`src/rtl/core_done_collector_if.sv`:
```
// Host/core handshake bundle for core_done_collector: job launch, per-core done pulses, status.
interface core_done_collector_if #(
  parameter int unsigned NUM_CORES = 4
);
  localparam int unsigned CNT_W = $clog2(NUM_CORES + 1);

  logic                 start;
  logic [NUM_CORES-1:0] cpu_done;
  logic                 ack;
  logic                 core_start;
  logic                 busy;
  logic [NUM_CORES-1:0] done_mask;
  logic [CNT_W-1:0]     done_count;
  logic                 all_done;
  logic                 timeout;

  modport master (
    output start, cpu_done, ack,
    input  core_start, busy, done_mask, done_count, all_done, timeout
  );

  modport slave (
    input  start, cpu_done, ack,
    output core_start, busy, done_mask, done_count, all_done, timeout
  );
endinterface

```
`src/rtl/core_done_collector.sv`:
```
// Collects per-core completion pulses for one launched job and reports all-done to the host.
// Optional RUN watchdog enabled by defining CORE_DONE_TIMEOUT_EN.
module core_done_collector #(
  parameter int unsigned NUM_CORES      = 4,
  parameter int unsigned TIMEOUT_CYCLES = 1000
) (
  input  logic                  clk,
  input  logic                  reset,
  core_done_collector_if.slave  bus
);
  localparam int unsigned CNT_W = $clog2(NUM_CORES + 1);

  typedef enum logic [1:0] {S_IDLE, S_RUN, S_DONE, S_TMO} state_e;

  if (NUM_CORES < 2 || NUM_CORES > 16 || TIMEOUT_CYCLES < 1) begin : g_param_check
    $error("core_done_collector: unsupported NUM_CORES/TIMEOUT_CYCLES");
  end

  state_e               state_q, state_d;
  logic                 core_start_q, core_start_d;
  logic                 busy_q, busy_d;
  logic                 all_done_q, all_done_d;
  logic [NUM_CORES-1:0] mask_q, mask_d;
  logic [CNT_W-1:0]     count_q, count_d;
  logic [NUM_CORES-1:0] new_bits;
  logic [NUM_CORES-1:0] mask_upd;
  logic [CNT_W-1:0]     new_cnt;

`ifdef CORE_DONE_TIMEOUT_EN
  localparam int unsigned      WD_W    = (TIMEOUT_CYCLES > 1) ? $clog2(TIMEOUT_CYCLES) : 1;
  localparam logic [WD_W-1:0]  WD_LAST = WD_W'(TIMEOUT_CYCLES - 1);

  logic [WD_W-1:0] wd_q, wd_d;
  logic            timeout_q, timeout_d;
`endif

  // Only first reports from cores not yet in the mask contribute to this cycle's update.
  always_comb begin
    new_bits = bus.cpu_done & ~mask_q;
    mask_upd = mask_q | new_bits;
    new_cnt  = '0;
    for (int i = 0; i < NUM_CORES; i++) begin
      new_cnt = new_cnt + CNT_W'(new_bits[i]);
    end
  end

  // Next-state and registered-output logic.
  always_comb begin
    state_d      = state_q;
    core_start_d = 1'b0;
    mask_d       = mask_q;
    count_d      = count_q;
`ifdef CORE_DONE_TIMEOUT_EN
    wd_d         = wd_q;
`endif
    case (state_q)
      S_IDLE: begin
        if (bus.start) begin
          state_d      = S_RUN;
          core_start_d = 1'b1;
          mask_d       = '0;
          count_d      = '0;
`ifdef CORE_DONE_TIMEOUT_EN
          wd_d         = '0;
`endif
        end
      end
      S_RUN: begin
        mask_d  = mask_upd;
        count_d = count_q + new_cnt;
        // Completion takes priority over a coincident watchdog expiry.
        if (&mask_upd) begin
          state_d = S_DONE;
        end
`ifdef CORE_DONE_TIMEOUT_EN
        else if (wd_q == WD_LAST) begin
          state_d = S_TMO;
        end else begin
          wd_d = wd_q + WD_W'(1);
        end
`endif
      end
      S_DONE, S_TMO: begin
        if (bus.ack) begin
          state_d = S_IDLE;
        end
      end
      default: state_d = S_IDLE;
    endcase
    busy_d     = (state_d == S_RUN);
    all_done_d = (state_d == S_DONE);
`ifdef CORE_DONE_TIMEOUT_EN
    timeout_d  = (state_d == S_TMO);
`endif
  end

  always_ff @(posedge clk or negedge reset) begin
    if (!reset) begin
      state_q      <= S_IDLE;
      core_start_q <= 1'b0;
      busy_q       <= 1'b0;
      all_done_q   <= 1'b0;
      mask_q       <= '0;
      count_q      <= '0;
    end else begin
      state_q      <= state_d;
      core_start_q <= core_start_d;
      busy_q       <= busy_d;
      all_done_q   <= all_done_d;
      mask_q       <= mask_d;
      count_q      <= count_d;
    end
  end

`ifdef CORE_DONE_TIMEOUT_EN
  always_ff @(posedge clk or negedge reset) begin
    if (!reset) begin
      wd_q      <= '0;
      timeout_q <= 1'b0;
    end else begin
      wd_q      <= wd_d;
      timeout_q <= timeout_d;
    end
  end

  assign bus.timeout = timeout_q;
`else
  assign bus.timeout = 1'b0;
`endif

  assign bus.core_start = core_start_q;
  assign bus.busy       = busy_q;
  assign bus.all_done   = all_done_q;
  assign bus.done_mask  = mask_q;
  assign bus.done_count = count_q;

endmodule

```
`src/flat_wrapper.sv`:
```
// flat-port wrapper written by rule: the top's interface ports become plain ports
module core_done_collector_flat 
#(
  parameter int unsigned NUM_CORES      = 4,
  parameter int unsigned TIMEOUT_CYCLES = 1000
)
  (clk, reset, bus_start, bus_cpu_done, bus_ack, bus_core_start, bus_busy, bus_done_mask, bus_done_count, bus_all_done, bus_timeout);
  core_done_collector_if #(.NUM_CORES(NUM_CORES)) bus_i ();
  input  logic clk;
  input  logic reset;
  input wire logic [$bits(bus_i.start)-1:0] bus_start;
  input wire logic [$bits(bus_i.cpu_done)-1:0] bus_cpu_done;
  input wire logic [$bits(bus_i.ack)-1:0] bus_ack;
  output wire logic [$bits(bus_i.core_start)-1:0] bus_core_start;
  output wire logic [$bits(bus_i.busy)-1:0] bus_busy;
  output wire logic [$bits(bus_i.done_mask)-1:0] bus_done_mask;
  output wire logic [$bits(bus_i.done_count)-1:0] bus_done_count;
  output wire logic [$bits(bus_i.all_done)-1:0] bus_all_done;
  output wire logic [$bits(bus_i.timeout)-1:0] bus_timeout;
  assign bus_i.start = bus_start;
  assign bus_i.cpu_done = bus_cpu_done;
  assign bus_i.ack = bus_ack;
  assign bus_core_start = bus_i.core_start;
  assign bus_busy = bus_i.busy;
  assign bus_done_mask = bus_i.done_mask;
  assign bus_done_count = bus_i.done_count;
  assign bus_all_done = bus_i.all_done;
  assign bus_timeout = bus_i.timeout;
  core_done_collector #(.NUM_CORES(NUM_CORES), .TIMEOUT_CYCLES(TIMEOUT_CYCLES)) u_core (.clk(clk), .reset(reset), .bus(bus_i));
endmodule
```
`config.mk`:
```
export PLATFORM = sky130hd
export DESIGN_NAME = core_done_collector_flat
export DESIGN_NICKNAME = d
export VERILOG_FILES = /design/src/rtl/core_done_collector_if.sv /design/src/rtl/core_done_collector.sv /design/src/flat_wrapper.sv
export SDC_FILE = /design/constraint.sdc
export NUM_CORES = 1
export LEC_CHECK = 0
export CORE_MARGIN = 8
export CORE_UTILIZATION = 40
export CTS_CLUSTER_SIZE = 16
export DETAILED_ROUTE_END_ITERATION = 7
export PLACE_DENSITY_LB_ADDON = 0.1
export SYNTH_ARGS = -nofsm -noshare
export SYNTH_HDL_FRONTEND = slang
export SYNTH_SLANG_ARGS = --single-unit
```
`constraint.sdc`:
```
create_clock -name clk -period 2.3 [get_ports clk]
set_clock_uncertainty 0.2 [all_clocks]
set_input_delay 0.46 -clock clk [delete_from_list [all_inputs] [get_ports clk]]
set_output_delay 0.46 -clock clk [all_outputs]
set_load 0.02 [all_outputs]
```
==> flow_metrics.env <==
export IMPL_outcome="finished with violations"
export IMPL_violations="negative setup slack"
export IMPL_cts_root_buf="clkbuf_4"
export IMPL_final_cell_mix="clkdlybuf4s50_1 (15), dfrtp_1 (10), a21oi_1 (8)"
export IMPL_drt_initial_drc_count=4
export IMPL_synth_area_sq_um=639
export IMPL_drt_pre_antenna_iters=4
export IMPL_grt_busiest_layer="met2"
export IMPL_nets=102
export IMPL_synthToLayoutAreaGrowth_pct=44.4
export IMPL_synth_area_leaders="dfrtp_1 (47%), a21oi_1 (6.3%), fa_1 (6.3%), ha_1 (5.9%), inv_1 (3.5%)"
export IMPL_worstMarginPinSlew_ns=0.539
export IMPL_die_h_microns=56.0
export IMPL_ys_seq_elements=12
export IMPL_cts_tree="built"
export IMPL_r2r_start="u_core.bus.done_mask[0]"
export IMPL_crit_arrival_ns=2.60
export IMPL_ant_nets=0
export IMPL_multi_input_area_sq_um=329
export IMPL_die_area_sq_um=3130
export IMPL_period_needed_ns=2.62
export IMPL_rows=14
export IMPL_p_leak_nw=0.406
export IMPL_synth_compound_area_frac=0.196
export IMPL_track_usage=0.0983
export IMPL_synth_top_area_share=0.470
export IMPL_path_class="reg -> reg"
export IMPL_yosys_mux_area_fraction=0
export IMPL_cts_setup_buffers=0
export IMPL_relSlewSlack=0.640
export IMPL_use_met1=0.120
export IMPL_cp_top_family="adder cells"
export IMPL_synth_fa_ha_area_frac=0.121
export IMPL_cp_cell_sequence="and2b_2 > ha_4 > inv_2 > fa_1 > inv_1 > ha_2 > inv_2 > fa_2 > xor2_2 > o311ai_1"
export IMPL_via_per_inst=5.20
export IMPL_grt_overflow_total=0
export IMPL_grt_pass1_wl_microns=2480
export IMPL_yosysSeqAreaShare=0.470
export IMPL_ff_latch_area_sq_um=303
export IMPL_drv_cap=0
export IMPL_via_count=541
export IMPL_num_antenna_cells=0
export IMPL_grt_max_degree=13
export IMPL_fin_area_sq_um=923
export IMPL_grt_pass1_vias=556
export IMPL_postPlaceCellArea_sq_um=875
export IMPL_crit_required_ns=2.28
export IMPL_worstSetupEndpointType="flip-flop"
export IMPL_path_buf_inv=3
export IMPL_synth_cell_types=26
export IMPL_clock_latency_ns=0.28
export IMPL_port_buffers=17
export IMPL_place_ws_ns=-0.840
export IMPL_cts_htree_levels=1
export IMPL_antenna_found_initial=0
export IMPL_clk_path_buf_depth=2
export IMPL_hold_path_class="reg -> reg"
export IMPL_synth_xor_area_share=0.0137
export IMPL_drive_gt1_frac=0.261
export IMPL_start_kind="flip-flop"
export IMPL_setup_viol=2
export IMPL_synth_top_area_cell="dfrtp_1"
export IMPL_setup_slack_ns=-0.317
export IMPL_yosysWarnings=0
export IMPL_cp_max_fo=2
export IMPL_drc=0
export IMPL_final_common_cell="clkdlybuf4s50_1"
export IMPL_synth_area_per_cell_sq_um=10.3
export IMPL_min_from="u_core.bus.done_count[2]"
export IMPL_p_per_area_nw_per_um2=1410
export IMPL_fmax_mhz=382
export IMPL_core_sq_um=1510
export IMPL_syn_nets=75
export IMPL_routed_wl_microns=1430
export IMPL_cts_made_buffers=3
export IMPL_wire_per_inst_microns=13.8
export IMPL_initial_utilization=0.424
export IMPL_cp_common_cell="inv_2"
export IMPL_fillCellCount=140
export IMPL_dp_hpwl_microns=1070
export IMPL_path_clk_slew_ns=0.08
export IMPL_syn_inst=62
export IMPL_synth_top_family_by_area="compound AO/OA/AOI/OAI gates"
export IMPL_io_pins=19
export IMPL_crit_slowest_cell="fa_1"
export IMPL_fin_crit_sh=1.14
export IMPL_rsz0062_at_grt="yes"
export IMPL_ctsHoldBuffers=0
export IMPL_max_stage_delay_ns=0.42
export IMPL_die_x_microns=56.0
export IMPL_gp_congestion=0.695
export IMPL_met3_usage=0.0342
export IMPL_hold_viol=0
export IMPL_cts_sink_count=12
export IMPL_gr_usage_met2=0.143
export IMPL_peakVddDrop_v=0.000705
export IMPL_synthSimpleGateAreaFrac=0.139
export IMPL_report_final_slew_viol_count=0
export IMPL_startpoint="u_core.bus.done_mask[0]"
[timing repair]
| item | CTS | global route |
|---|---|---|
| gates resized for setup | 8 | 1 |
| endpoints found under the hold margin | 0 | 0 |
| pin swaps | 4 | 3 |
| gates cloned | 0 | 0 |
| endpoints found under the setup margin | 3 | 2 |
[synth_stat cells, drive strengths merged]
| master | n |
|---|---|
| nand2b | 3 |
| o311ai | 1 |
| o21bai | 1 |
| nand3 | 1 |
| o22ai | 1 |
| nor2b | 2 |
| dfrtp | 12 |
| nand2 | 3 |
| xor2 | 1 |
| a21o | 1 |
| a221o | 1 |
| and2b | 2 |
| a21oi | 8 |
| buf | 2 |
| inv | 6 |
| o21ai | 2 |
| o22a | 1 |
| o221ai | 1 |
| a22o | 1 |
| ha | 3 |
| conb | 1 |
| nor2 | 6 |
| fa | 2 |
[per-stage QoR]
stage | utilization | cells | hold slack (ns) | power (W) | TNS (ns)
floorplan | - | 62 | -0.0356 | 0.000843 | -0.504
global placement | 0.581 | 100 | 0.315 | 0.00113 | -1.81
detailed placement | 0.581 | 100 | 0.315 | 0.00114 | -1.90
CTS | 0.608 | 104 | 0.342 | 0.00130 | -0.520
global route | 0.613 | 104 | 0.348 | 0.00142 | -0.587
finish | 0.613 | 104 | 0.324 | 0.00130 | -0.443
[per-layer routing]
metal  part of all wire  wire, microns  vias up
met5                  0              0        -
met4              0.027             38        0
met3              0.071            102        5
met2               0.45            640       19
met1               0.45            649      257
li1                   -              -      260
[final cells by class]
class,count,share of cell area
multi-input combinational,42,0.356
sequential,12,0.328
timing repair buffer,24,0.241
clock buffer,4,0.0285
inverter,6,0.0244
tap,16,0.0217
[cells by family (layout without fill, tap and decap cells)]
| family | count (synthesis) | in the layout |
|---|---|---|
| AND/OR/NAND/NOR | 17 | 17 |
| buffers and inverters | 8 | 34 |
| flip-flops | 12 | 12 |
| other | 1 | 1 |
| adder cells (fa/ha/maj) | 5 | 5 |
| AO/OA/AOI/OAI | 18 | 18 |
| XOR/XNOR | 1 | 1 |
[flip-flops by register name, summed over array words and instances (netlist names)]
register               flops
u_core.bus.done_mask       4
u_core.bus.done_count      3
u_core.state_q             2
u_core.bus.all_done        1
u_core.bus.busy            1
u_core.bus.core_start      1
[worst reg2reg max path, stage by stage (launching register included)]
cell,delay (ns)
dfrtp_2,0.36
and2b_2,0.23
ha_4,0.26
inv_2,0.03
fa_1,0.42
inv_1,0.06
ha_2,0.16
inv_2,0.03
fa_2,0.35
xor2_2,0.16
o311ai_1,0.27
[final timing paths]
path / end / slack (ns) / cells past startpoint
worst min register to register: u_core.bus.done_count[2] / 0.32 / 1
max in group asynchronous: u_core.bus.done_mask[0] / 1.19 / 1
worst min-delay path: u_core.bus.done_count[2] / 0.32 / 1
worst max register to register: u_core.bus.done_count[2] / -0.32 / 10
worst max-delay path: u_core.bus.done_count[2] / -0.32 / 10
min in group asynchronous: u_core.bus.done_count[1] / 0.33 / 1
[where the power goes]
part / internal (W) / leakage, nW / switching, W / total [W]
clock network: 0.0000673 / 0.0150 / 0.0000717 / 0.000139
registers: 0.000313 / 0.149 / 0.0000837 / 0.000397
logic: 0.000380 / 0.242 / 0.000385 / 0.000765
total: 0.000760 / 0.406 / 0.000540 / 0.00130
Note: power is estimated with default switching activity, not from simulation.
